## config.mk

```make
export PLATFORM = sky130hd
export DESIGN_NAME = maxpool2d_stream
export DESIGN_NICKNAME = d
export VERILOG_FILES = /design/src/rtl/maxpool2d_stream.sv
export SDC_FILE = /design/constraint.sdc
export NUM_CORES = 1
export LEC_CHECK = 0
export ABC_AREA = 0
export CAP_MARGIN = 25
export CORE_UTILIZATION = 45
export DETAILED_ROUTE_END_ITERATION = 7
export PLACE_DENSITY_LB_ADDON = 0.2
export SLEW_MARGIN = 20
export SYNTH_ARGS = -nofsm -noshare
export SYNTH_HDL_FRONTEND = slang
export SYNTH_SLANG_ARGS = --single-unit
```

## constraint.sdc

```tcl
create_clock -name clk -period 4 [get_ports clk]
set_clock_uncertainty 0.1 [all_clocks]
set_input_delay 1 -clock clk [delete_from_list [all_inputs] [get_ports clk]]
set_output_delay 1 -clock clk [all_outputs]
set_load 0.02 [all_outputs]
```

## src/rtl/maxpool2d_stream.sv

```systemverilog
// maxpool2d_stream: streaming POOLxPOOL max-pool (stride POOL) with bypass; optional MAXPOOL_AVG_EN adds average pooling
//   clk        rising-edge clock
//   reset      asynchronous active-low reset
//   in, en     raster-order pixel stream, one pixel per en beat, no backpressure
//   en_mp      1 = pool, 0 = bypass; latched on the first beat of a frame
//   avg_sel    (MAXPOOL_AVG_EN only) 1 = sum/average instead of max; latched with en_mp
//   out,out_en pooled (or bypassed) pixel with its one-cycle valid strobe
//   frame_done pulse with the output of the frame's last input beat
module maxpool2d_stream #(
   parameter int DATA_W = 8,
   parameter int IMG_W  = 6,
   parameter int IMG_H  = 6,
   parameter int POOL   = 2,
   parameter int SIGNED = 0
) (
   input  logic              clk,
   input  logic              reset,
   input  logic [DATA_W-1:0] in,
   input  logic              en,
   input  logic              en_mp,
`ifdef MAXPOOL_AVG_EN
   input  logic              avg_sel,
`endif
   output logic [DATA_W-1:0] out,
   output logic              out_en,
   output logic              frame_done
);
   localparam int LP = $clog2(POOL);
   localparam int NB = IMG_W / POOL;
   localparam int CW = $clog2(IMG_W);
   localparam int RW = $clog2(IMG_H);
   localparam int IW = NB > 1 ? $clog2(NB) : 1;
`ifdef MAXPOOL_AVG_EN
   localparam int AW = DATA_W + 2 * LP;
`else
   localparam int AW = DATA_W;
`endif
   logic [CW-1:0] col;
   logic [RW-1:0] row;
   logic [LP-1:0] hcnt, vcnt;
   logic [IW-1:0] idx;
   logic          mode_r, mode, avg, first, last, h_end, v_end;
   logic [AW-1:0] hacc, x, h, v, lb_rd, pooled;
   logic signed [AW-1:0] v_sra;
   logic [AW-1:0] lb [NB];
   // avg=1 sums, otherwise keeps the larger operand under the configured signedness
   function automatic logic [AW-1:0] red(input logic [AW-1:0] a, input logic [AW-1:0] b, input logic s);
      red = s ? a + b : ((SIGNED != 0) ? ($signed(a) > $signed(b)) : (a > b)) ? a : b;
   endfunction
   assign hcnt  = col[LP-1:0];
   assign vcnt  = row[LP-1:0];
   assign idx   = IW'(col >> LP);
   assign first = col == '0 && row == '0;
   assign last  = col == CW'(IMG_W - 1) && row == RW'(IMG_H - 1);
   assign h_end = hcnt == LP'(POOL - 1);
   assign v_end = vcnt == LP'(POOL - 1);
   // the first beat of a frame already obeys the mode it latches
   assign mode  = first ? en_mp : mode_r;
`ifdef MAXPOOL_AVG_EN
   logic avg_r;
   assign avg = first ? avg_sel : avg_r;
`else
   assign avg = 1'b0;
`endif
   // widen the pixel so sums cannot overflow; sign-extension keeps signed order intact
   assign x      = (SIGNED != 0) ? AW'($signed(in)) : AW'(in);
   assign h      = red(hacc, x, avg);
   assign lb_rd  = lb[idx];
   assign v      = red(lb_rd, h, avg);
   assign v_sra  = $signed(v) >>> (2 * LP);
   assign pooled = !avg ? v : (SIGNED != 0) ? v_sra : v >> (2 * LP);
   always_ff @(posedge clk or negedge reset)
      if (!reset) begin
         col        <= '0;
         row        <= '0;
         hacc       <= '0;
         mode_r     <= 1'b1;
         out        <= '0;
         out_en     <= 1'b0;
         frame_done <= 1'b0;
`ifdef MAXPOOL_AVG_EN
         avg_r      <= 1'b0;
`endif
      end else begin
         out_en     <= 1'b0;
         frame_done <= 1'b0;
         if (en) begin
            col <= col == CW'(IMG_W - 1) ? '0 : col + 1'b1;
            if (col == CW'(IMG_W - 1))
               row <= row == RW'(IMG_H - 1) ? '0 : row + 1'b1;
            if (first) begin
               mode_r <= en_mp;
`ifdef MAXPOOL_AVG_EN
               avg_r  <= avg_sel;
`endif
            end
            if (mode)
               hacc <= hcnt == '0 ? x : h;
            if (!mode) begin
               out        <= in;
               out_en     <= 1'b1;
               frame_done <= last;
            end else if (h_end && v_end) begin
               out        <= pooled[DATA_W-1:0];
               out_en     <= 1'b1;
               frame_done <= last;
            end
         end
      end
   // row 0 of a window band overwrites, so stale entries never need clearing
   always_ff @(posedge clk)
      if (en && mode && h_end && !v_end)
         lb[idx] <= vcnt == '0 ? h : v;
endmodule
```

* Yosys cells after proc, flatten, opt, wreduce, memory -nomap -nowiden
Memory sizes are Yosys's and may differ from the RTL's.
Index checks and enable logic that the tools add are counted.
W data, S select, Z words.
** Word-level totals
- Logic and storage cells :: 44
- Bits in registers :: 25
- Memories :: 1
- Memory bits (writable) :: 24
- Output and inout bits :: 10
** Memory list
- lb :: words 3, width 8, read ports 1, clocked after Yosys merged registers in 0, write ports 1, RTL line 45 : logic [AW-1:0] lb [NB];
** Cells by class
- Equality and inequality tests :: 3
- Add/subtract/negate cells :: 2
- Muxes and demuxes :: 17
- Magnitude comparators :: 2
- Reduce and logical (&&, ||, !) cells :: 12
** Operator list (number)
- $mux W8 :: 6
- $gt A8 B8 Y1 :: 2
- $mux W1 :: 9
- $add A3 B1 Y3 const B :: 2
- $eq A3 B3 Y1 const B :: 2
- $logic_and A1 B1 Y1 :: 6
- $logic_not A3 Y1 :: 2
- $mux W3 :: 2
- $reduce_and A2 Y1 :: 3
- $ne A2 B1 Y1 const B :: 1
- $logic_not A1 Y1 :: 1

* Logic depth before layout (Yosys ltp)
Gate-level depths: netlist of the first run.
- Word-level depth :: 8
- Gate-level depth with buffers :: 15
- Mapped depth without buffers :: 14

* Least setup slack after synthesis of the first run
OpenSTA, ideal clock, no wires.
- Kind :: input-to-reg
- Start point :: input port in[1]
- End point :: memory lb[0][6] (netlist name), data pin
- Setup slack :: -0.088 ns
- Required time :: 3.728 ns
- Arrival :: 3.816 ns
- Path buffers :: 0
- Stages :: 14
- Path through :: inv_1 > ha_1 > nor2b_1 > o211ai_1 > a21oi_1 > o21ai_1 > o21ai_0 > ha_1 > and3_1 > a221o_1 > a21oi_1 > a31oi_1 > nand2_2 > mux2i_1
** On the way
- Cells in the longest elaborated chain, start to end :: 5
** Ends and longest elaborated chain
- start: declaration :: RTL line 18 : input logic [DATA_W-1:0] in,
- $gt A8 B8 Y1 :: RTL line 48 : red = s ? a + b : ((SIGNED != 0) ? ($signed(a) > $signed(b)) : (a > b)) ? a : b;
- $mux W8 * :: RTL line 48
- $gt A8 B8 Y1 :: RTL line 48
- $mux W8 :: RTL line 48
- $mux W8 * :: RTL line 113 : lb[idx] <= vcnt == '0 ? h : v;
- end: declaration :: RTL line 45
Mark *: on every way between the ends. The rest lies on a longest branch, timed or not.

* Final worst setup path of the first run
- Start point :: input port in[3]
- End point :: memory lb[0][3] (netlist name), data pin
Same word-level chain as after synthesis.

==> results of run 1 <==
logic make-up after synthesis:
group,after synthesis
multiplexers,25
XOR/XNOR,2
buffers and inverters,27
AO/OA/AOI/OAI,62
adder cells (fa/ha/maj),16
flip-flops,49
AND/OR/NAND/NOR,63
cell usage after synthesis, drive strengths merged, types with 3 or more instances:
| cell | count |
|---|---|
| a21o | 3 |
| a21oi | 18 |
| a31oi | 4 |
| and3 | 6 |
| buf | 6 |
| clkbuf | 3 |
| dfrtp | 24 |
| edfxtp | 24 |
| ha | 16 |
| inv | 18 |
| mux2 | 9 |
| mux2i | 16 |
| nand2 | 18 |
| nand3 | 11 |
| nand4 | 3 |
| nor2 | 9 |
| nor2b | 3 |
| o211ai | 6 |
| o21a | 3 |
| o21ai | 21 |
| o221ai | 4 |
routing by layer:
metal | vias to the layer above | track usage, % | wire [µm]
li1 | 1033 | - | -
met1 | 1056 | 31.58 | 3171
met2 | 51 | 36.03 | 3273
met3 | 12 | 3.908 | 286
met4 | 0 | 7.818 | 130
met5 | - | 0 | 0
power by group through the flow:
| stage | combinational [W] | clock [W] | sequential (W) |
|---|---|---|---|
| after floorplan | 0.00105 | 0 | 0.000899 |
| after global placement | 0.00167 | 0 | 0.000913 |
| after detailed placement | 0.00169 | 0 | 0.000915 |
| after CTS | 0.00199 | 0.000299 | 0.000924 |
| after global routing | 0.00240 | 0.000319 | 0.000952 |
| final | 0.00222 | 0.000295 | 0.000931 |
worst max-delay path, stage by stage:
cell	delay, ns
sky130_fd_sc_hd__dlygate4sd2_1	0.25
sky130_fd_sc_hd__inv_2	0.08
sky130_fd_sc_hd__ha_4	0.21
sky130_fd_sc_hd__nand4_1	0.11
sky130_fd_sc_hd__o21ai_1	0.09
sky130_fd_sc_hd__or3_4	0.42
sky130_fd_sc_hd__buf_4	0.16
sky130_fd_sc_hd__nand3_1	0.06
sky130_fd_sc_hd__o21ai_0	0.08
sky130_fd_sc_hd__buf_4	0.16
sky130_fd_sc_hd__ha_4	0.25
sky130_fd_sc_hd__nand2_2	0.07
sky130_fd_sc_hd__o21ai_2	0.18
sky130_fd_sc_hd__a21oi_4	0.06
sky130_fd_sc_hd__a31oi_4	0.23
sky130_fd_sc_hd__nand2_8	0.16
sky130_fd_sc_hd__mux2i_4	0.23
metrics by stage:
step           setup TNS, ns  power, W  setup slack (ns)  util, %
6_report                   0  0.003450            0.1106    65.03
2_1_floorplan              0  0.001947           0.01514        -
3_5_place_dp          -19.41  0.002608           -0.6723    58.15
4_1_cts                    0  0.003210           0.09005    63.14
5_1_grt             -0.09098  0.003671          -0.02806    65.03
3_3_place_gp          -16.72  0.002583           -0.5559    58.15
state kept, by name, indices dropped and copies added (netlist names):
signal      cells
out             8
col             3
hacc            8
out_en          1
lb             24
frame_done      1
row             3
mode_r          1
final cells by class:
cell class / instances / area share (%)
Sequential cell: 49 / 36.73
Clock inverter: 3 / 0.4775
Tap cell: 72 / 2.456
Timing Repair Buffer: 69 / 15.59
Clock buffer: 5 / 1.876
Inverter: 18 / 1.842
Multi-Input combinational cell: 168 / 41.03
worst paths after layout:
check	to	slack, ns	start	cells after the start
setup / recovery	lb[0][3]$_DFFE_PP_	0.11	in[3]	17
setup reg to reg	lb[0][3]$_DFFE_PP_	0.58	hacc[0]$_DFFE_PN0P_	16
max in group asynchronous	mode_r$_DFFE_PN1P_	2.55	reset	2
hold / removal	mode_r$_DFFE_PN1P_	0.41	mode_r$_DFFE_PN1P_	2
min in group asynchronous	col[1]$_DFFE_PN0P_	0.95	reset	2
hold reg to reg	mode_r$_DFFE_PN1P_	0.41	mode_r$_DFFE_PN1P_	2
repair_timing:
item,in CTS,in global routing
endpoints found under the setup margin,32,32
pin swaps,18,15
buffers inserted,3,1
gates resized for setup,47,16
==> results.sh, run 1 <==
export IMPL_crit_fanout=8
export IMPL_gpl_congestion=0.8797
export IMPL_clkTransAtPathRegs_ns=0.09
export IMPL_grt_pass1_wl_um=10710
export IMPL_clock_tree_from_tritoncts="yes"
export IMPL_post_synth_mux_area_share_pct=10.83
export IMPL_design_area_um2=3669
export IMPL_cp_endpoint_kind="flip-flop"
export IMPL_dr_pass1_iters=4
export IMPL_timing_final_hold_violations=0
export IMPL_cap_violations=0
export IMPL_share_comb_of_total_power_pct=64.5
export IMPL_share_of_flip_flops_with_an_asynchronous_set_or_reset_pct=51.02
export IMPL_synthDominantCellAreaShare_pct=26.77
export IMPL_postSynthNetCount=272
export IMPL_nets=339
export IMPL_yosys_top_cells_area="sky130_fd_sc_hd__edfxtp_1 27%, sky130_fd_sc_hd__dfrtp_1 22%, sky130_fd_sc_hd__ha_1 7.4%"
export IMPL_clock_root_buffer_master="sky130_fd_sc_hd__clkbuf_8"
export IMPL_mean_instance_size_in_the_synthesized_netlist_um2=11.04
export IMPL_instance_count_of_the_mapped_netlist=244
export IMPL_yosysWarnings=0
export IMPL_boundaryPins=22
export IMPL_synth_flop_cell="sky130_fd_sc_hd__edfxtp_1"
export IMPL_worstPathArrival_ns=3.83
export IMPL_final_cell_mix="45 x sky130_fd_sc_hd__buf_4, 24 x sky130_fd_sc_hd__dfrtp_1, 24 x sky130_fd_sc_hd__edfxtp_1"
export IMPL_sequentialPowerShare_pct=27.0
export IMPL_wire_per_inst_um=17.87
export IMPL_fin_hold_ws_ns=0.4146
export IMPL_postRouteWirelength_um=6862
export IMPL_critical_path_startpoint_type="primary input"
export IMPL_min_delay_path_class="flip-flop to flip-flop"
export IMPL_design_die_area_um2=6297
export IMPL_cts_buffer_depth=2
export IMPL_fillerInstances=437
export IMPL_post_drt_via_cell_ratio=5.604
export IMPL_switching_power_w=0.001460
export IMPL_yosys_area_share_simple_pct=12.73
export IMPL_post_synth_fa_ha_maj_area_fraction_pct=7.435
export IMPL_synth_seq_cells=49
export IMPL_htree_num_levels=2
export IMPL_placed_cell_area_um2=3281
export IMPL_chipHeight_um=79.36
export IMPL_initial_core_util_pct=47.73
export IMPL_vias_in_the_first_global_route=2131
export IMPL_number_of_pins_exceeding_their_max_slew_limit_in_the_final_report=0
export IMPL_sequential_cell_area_um2=1348
export IMPL_number_of_buffers_created_by_cts=5
export IMPL_yosysTopAreaCell="sky130_fd_sc_hd__edfxtp_1"
export IMPL_grt_overflow=0
export IMPL_synth_xor_area_share_pct=0.6506
export IMPL_worstPathRequired_ns=3.94
export IMPL_achievable_frequency_mhz=257.1
export IMPL_n_antenna_cell=0
export IMPL_timing_worst_slew_pin_value_ns=0.5892
export IMPL_synth_seq_area_share_pct=50.05
export IMPL_placeableCoreArea_um2=5642
export IMPL_vdd_drop_max_uv=423.0
export IMPL_power_leakage_nw=1.538
export IMPL_power_switching_fraction_pct=42.31
export IMPL_share_of_total_power_in_the_clock_network_pct=8.5
export IMPL_portBuffers=21
export IMPL_yosysUniqueCellTypes=45
export IMPL_clock_sink_count=49
export IMPL_critical_path_class="primary input to flip-flop"
export IMPL_grt_total_usage_pct=22.81
export IMPL_postRouteAntennaNets=0
export IMPL_run_status="finished clean"
export IMPL_dr_total_vias=2152
export IMPL_synth_top_family_by_area="compound AO/OA/AOI/OAI gates"
export IMPL_cts_hold_buf=0
export IMPL_clkLatencyLatePin_ns=0.31
export IMPL_die_x_extent_um=79.36
export IMPL_area_delta_synth_final_pct=36.25
export IMPL_first_iter_violations=231
export IMPL_finalNonFillerCells=384
export IMPL_share_of_layout_cells_above_drive_strength_1_pct=35.26
export IMPL_detailedPlacementHpwl_um=4576
export IMPL_slew_headroom_pct=60.72
export IMPL_area_of_the_multi_input_gates_um2=1505
export IMPL_synth_compound_area_share_pct=13.99
export IMPL_min_period_ns=3.889
export IMPL_dp_cells=371
export IMPL_final_common_cell="sky130_fd_sc_hd__buf_4"
export IMPL_drcViolationCount=0
export IMPL_pin_count_of_the_biggest_net_entering_global_routing=26
export IMPL_grt_antenna_before_repair=0
export IMPL_setup_violations_final=0
export IMPL_fin_crit_sh_pct=97.23
export IMPL_fp_row_count=27
export IMPL_synth_edf_count=24
export IMPL_netlist_area_um2=2693
export IMPL_pwr_density_cell_nw_per_um2=940.4
export IMPL_power_report_internal_total_w=0.001990
(Power assumes the default switching activity.)
==> run 2, diff against run 1 <==
--- a/config.mk
+++ b/config.mk
@@ -8,9 +8,10 @@
 export ABC_AREA = 0
 export CAP_MARGIN = 25
 export CORE_UTILIZATION = 45
+export CTS_CLUSTER_DIAMETER = 30
 export DETAILED_ROUTE_END_ITERATION = 7
 export PLACE_DENSITY_LB_ADDON = 0.2
-export SLEW_MARGIN = 20
+export SLEW_MARGIN = 30
 export SYNTH_ARGS = -nofsm -noshare
 export SYNTH_HDL_FRONTEND = slang
 export SYNTH_SLANG_ARGS = --single-unit
==> results.sh, run 2 (synthesized netlist as in run 1, its figures left out) <==
export IMPL_worstPathArrival_ns=3.84
export IMPL_pwr_density_cell_nw_per_um2=940.3
export IMPL_dr_total_vias=2148
export IMPL_share_comb_of_total_power_pct=64.4
export IMPL_switching_power_w=0.001459
export IMPL_timing_worst_slew_pin_value_ns=0.7044
export IMPL_number_of_pins_exceeding_their_max_slew_limit_in_the_final_report=0
export IMPL_cts_buffer_depth=2
export IMPL_grt_antenna_before_repair=0
export IMPL_achievable_frequency_mhz=256.5
export IMPL_fillerInstances=437
export IMPL_grt_pass1_wl_um=10710
export IMPL_grt_overflow=0
export IMPL_layout_top_registers="lb (24), hacc (8), out (8)"
export IMPL_cap_violations=0
export IMPL_timing_final_hold_violations=0
export IMPL_number_of_buffers_created_by_cts=5
export IMPL_power_leakage_nw=1.528
export IMPL_share_of_total_power_in_the_clock_network_pct=8.6
export IMPL_worst_r2r_cell_count=16
export IMPL_min_period_ns=3.899
export IMPL_grt_total_usage_pct=22.81
export IMPL_clock_tree_from_tritoncts="yes"
export IMPL_critical_path_reg2reg_endpoint="lb[1][3]$_DFFE_PP_"
export IMPL_clock_sink_count=49
export IMPL_postRouteWirelength_um=6883
export IMPL_n_antenna_cell=0
export IMPL_postRouteAntennaNets=0
export IMPL_portBuffers=21
export IMPL_die_x_extent_um=79.36
export IMPL_place_ws_ns=-0.6723
export IMPL_fp_row_count=27
export IMPL_critical_path_startpoint_type="primary input"
export IMPL_run_status="finished clean"
export IMPL_placeableCoreArea_um2=5642
export IMPL_worst_hold_path_num_cells=2
export IMPL_wire_per_inst_um=17.97
export IMPL_sequentialPowerShare_pct=27.0
export IMPL_min_delay_path_class="flip-flop to flip-flop"
export IMPL_power_switching_fraction_pct=42.34
export IMPL_finalPower_w=0.003446
export IMPL_slew_headroom_pct=52.11
export IMPL_nets=338
export IMPL_largest_register_ff_count=24
export IMPL_design_die_area_um2=6297
export IMPL_cp_endpoint_kind="flip-flop"
export IMPL_reg2reg_setup_slack_ns=0.57
export IMPL_vdd_drop_max_uv=421.3
export IMPL_final_common_cell="sky130_fd_sc_hd__buf_4"
export IMPL_final_cell_mix="45 x sky130_fd_sc_hd__buf_4, 24 x sky130_fd_sc_hd__dfrtp_1, 24 x sky130_fd_sc_hd__edfxtp_1"
export IMPL_detailedPlacementHpwl_um=4576
export IMPL_pin_count_of_the_biggest_net_entering_global_routing=26
export IMPL_min_setup_slack_post_route_ns=0.1014
export IMPL_post_drt_via_cell_ratio=5.608
export IMPL_hold_path_startpoint="mode_r$_DFFE_PN1P_"
export IMPL_regToRegStartpoint="hacc[0]$_DFFE_PN0P_"
export IMPL_clock_root_buffer_master="sky130_fd_sc_hd__clkbuf_8"
export IMPL_critical_path_class="primary input to flip-flop"
export IMPL_dr_pass1_iters=4
export IMPL_crit_fanout=8
export IMPL_boundaryPins=22
export IMPL_power_report_internal_total_w=0.001987
export IMPL_hold_end="mode_r$_DFFE_PN1P_"
export IMPL_share_of_layout_cells_above_drive_strength_1_pct=35.37
export IMPL_initial_core_util_pct=47.73
export IMPL_vias_in_the_first_global_route=2131
export IMPL_worstPathRequired_ns=3.94
export IMPL_first_iter_violations=211
export IMPL_cts_hold_buf=0
export IMPL_htree_num_levels=2
export IMPL_chipHeight_um=79.36
export IMPL_setup_violations_final=0
export IMPL_regMostFlops="lb"
export IMPL_gpl_congestion=0.8797
export IMPL_clkLatencyLatePin_ns=0.31
export IMPL_area_delta_synth_final_pct=36.11
export IMPL_fin_crit_sh_pct=97.46
export IMPL_drcViolationCount=0
export IMPL_clkTransAtPathRegs_ns=0.10
export IMPL_final_core_util_pct=64.96
export IMPL_placed_cell_area_um2=3281
export IMPL_design_area_um2=3665
run 2: metrics by stage:
step | std cells | setup TNS, ns | hold slack [ns]
after global routing | 383 | -0.09098 | 0.4446
after CTS | 382 | 0 | 0.4153
after detailed placement | 371 | -19.41 | 0.3999
after floorplan | 244 | 0 | 0.3765
after global placement | 371 | -16.72 | 0.3967
final | 383 | 0 | 0.4193
run 2: worst max path at each step:
stage | slack [ns] | startpoint | endpoint | cells past startpoint
2_1_floorplan | 0.02 | in[3] | lb[0][1]$_DFFE_PP_ | 15
3_3_place_gp | -0.56 | in[3] | lb[0][1]$_DFFE_PP_ | 15
6_report | 0.10 | in[3] | lb[1][3]$_DFFE_PP_ | 17
4_1_cts | 0.09 | in[1] | lb[2][4]$_DFFE_PP_ | 15
3_5_place_dp | -0.67 | in[3] | lb[0][1]$_DFFE_PP_ | 15
5_1_grt | -0.03 | in[7] | out[2]$_DFFE_PN0P_ | 18
run 2: area by class of cell:
| type | count | area, µm² | share of cell area (%) |
|---|---|---|---|
| sequential | 49 | 1348 | 36.77 |
| timing repair buffer | 68 | 564.3 | 15.40 |
| tap | 72 | 90.09 | 2.458 |
| clock buffer | 5 | 68.82 | 1.878 |
| inverter | 18 | 67.56 | 1.844 |
| clock inverter | 3 | 17.52 | 0.4780 |
| multi-input combinational | 168 | 1509 | 41.17 |
run 2: per-layer routing:
metal  routed length [µm]  up-vias  track usage, %  share of wire, %
li1                     -     1031               -                 -
met1                 3146     1049           31.58                46
met2                 3312       58           36.03                48
met3                  303       10           3.908               4.4
met4                  121        0           7.818               1.8
met5                    0        -               0                 0
run 2: critical path, cell delays in order:
cell and delay (ns):
sky130_fd_sc_hd__dlygate4sd2_1 0.25, sky130_fd_sc_hd__inv_2 0.08, sky130_fd_sc_hd__ha_4 0.21, sky130_fd_sc_hd__nand4_1 0.12, sky130_fd_sc_hd__o21ai_1 0.09, sky130_fd_sc_hd__or3_4 0.43
sky130_fd_sc_hd__buf_4 0.16, sky130_fd_sc_hd__nand3_1 0.07, sky130_fd_sc_hd__o21ai_0 0.08, sky130_fd_sc_hd__buf_4 0.16, sky130_fd_sc_hd__ha_4 0.25, sky130_fd_sc_hd__nand2_2 0.07
sky130_fd_sc_hd__o21ai_2 0.18, sky130_fd_sc_hd__a21oi_4 0.06, sky130_fd_sc_hd__a31oi_4 0.23, sky130_fd_sc_hd__nand2_8 0.16, sky130_fd_sc_hd__mux2i_4 0.23
run 2: what timing repair did:
item                       in CTS  in global routing
resized for setup              47                 16
setup endpoints to repair      32                 32
setup buffers                   3                  1
hold endpoints to repair        0                  0
pin swaps                      18                 15
run 2: power by group through the flow:
stage | Clock [W] | Combinational [W] | Sequential [W]
global placement | 0 | 0.00167 | 0.000913
floorplan | 0 | 0.00105 | 0.000899
detailed placement | 0 | 0.00169 | 0.000915
global route | 0.000319 | 0.00240 | 0.000953
finish | 0.000295 | 0.00222 | 0.000932
CTS | 0.000299 | 0.00199 | 0.000924
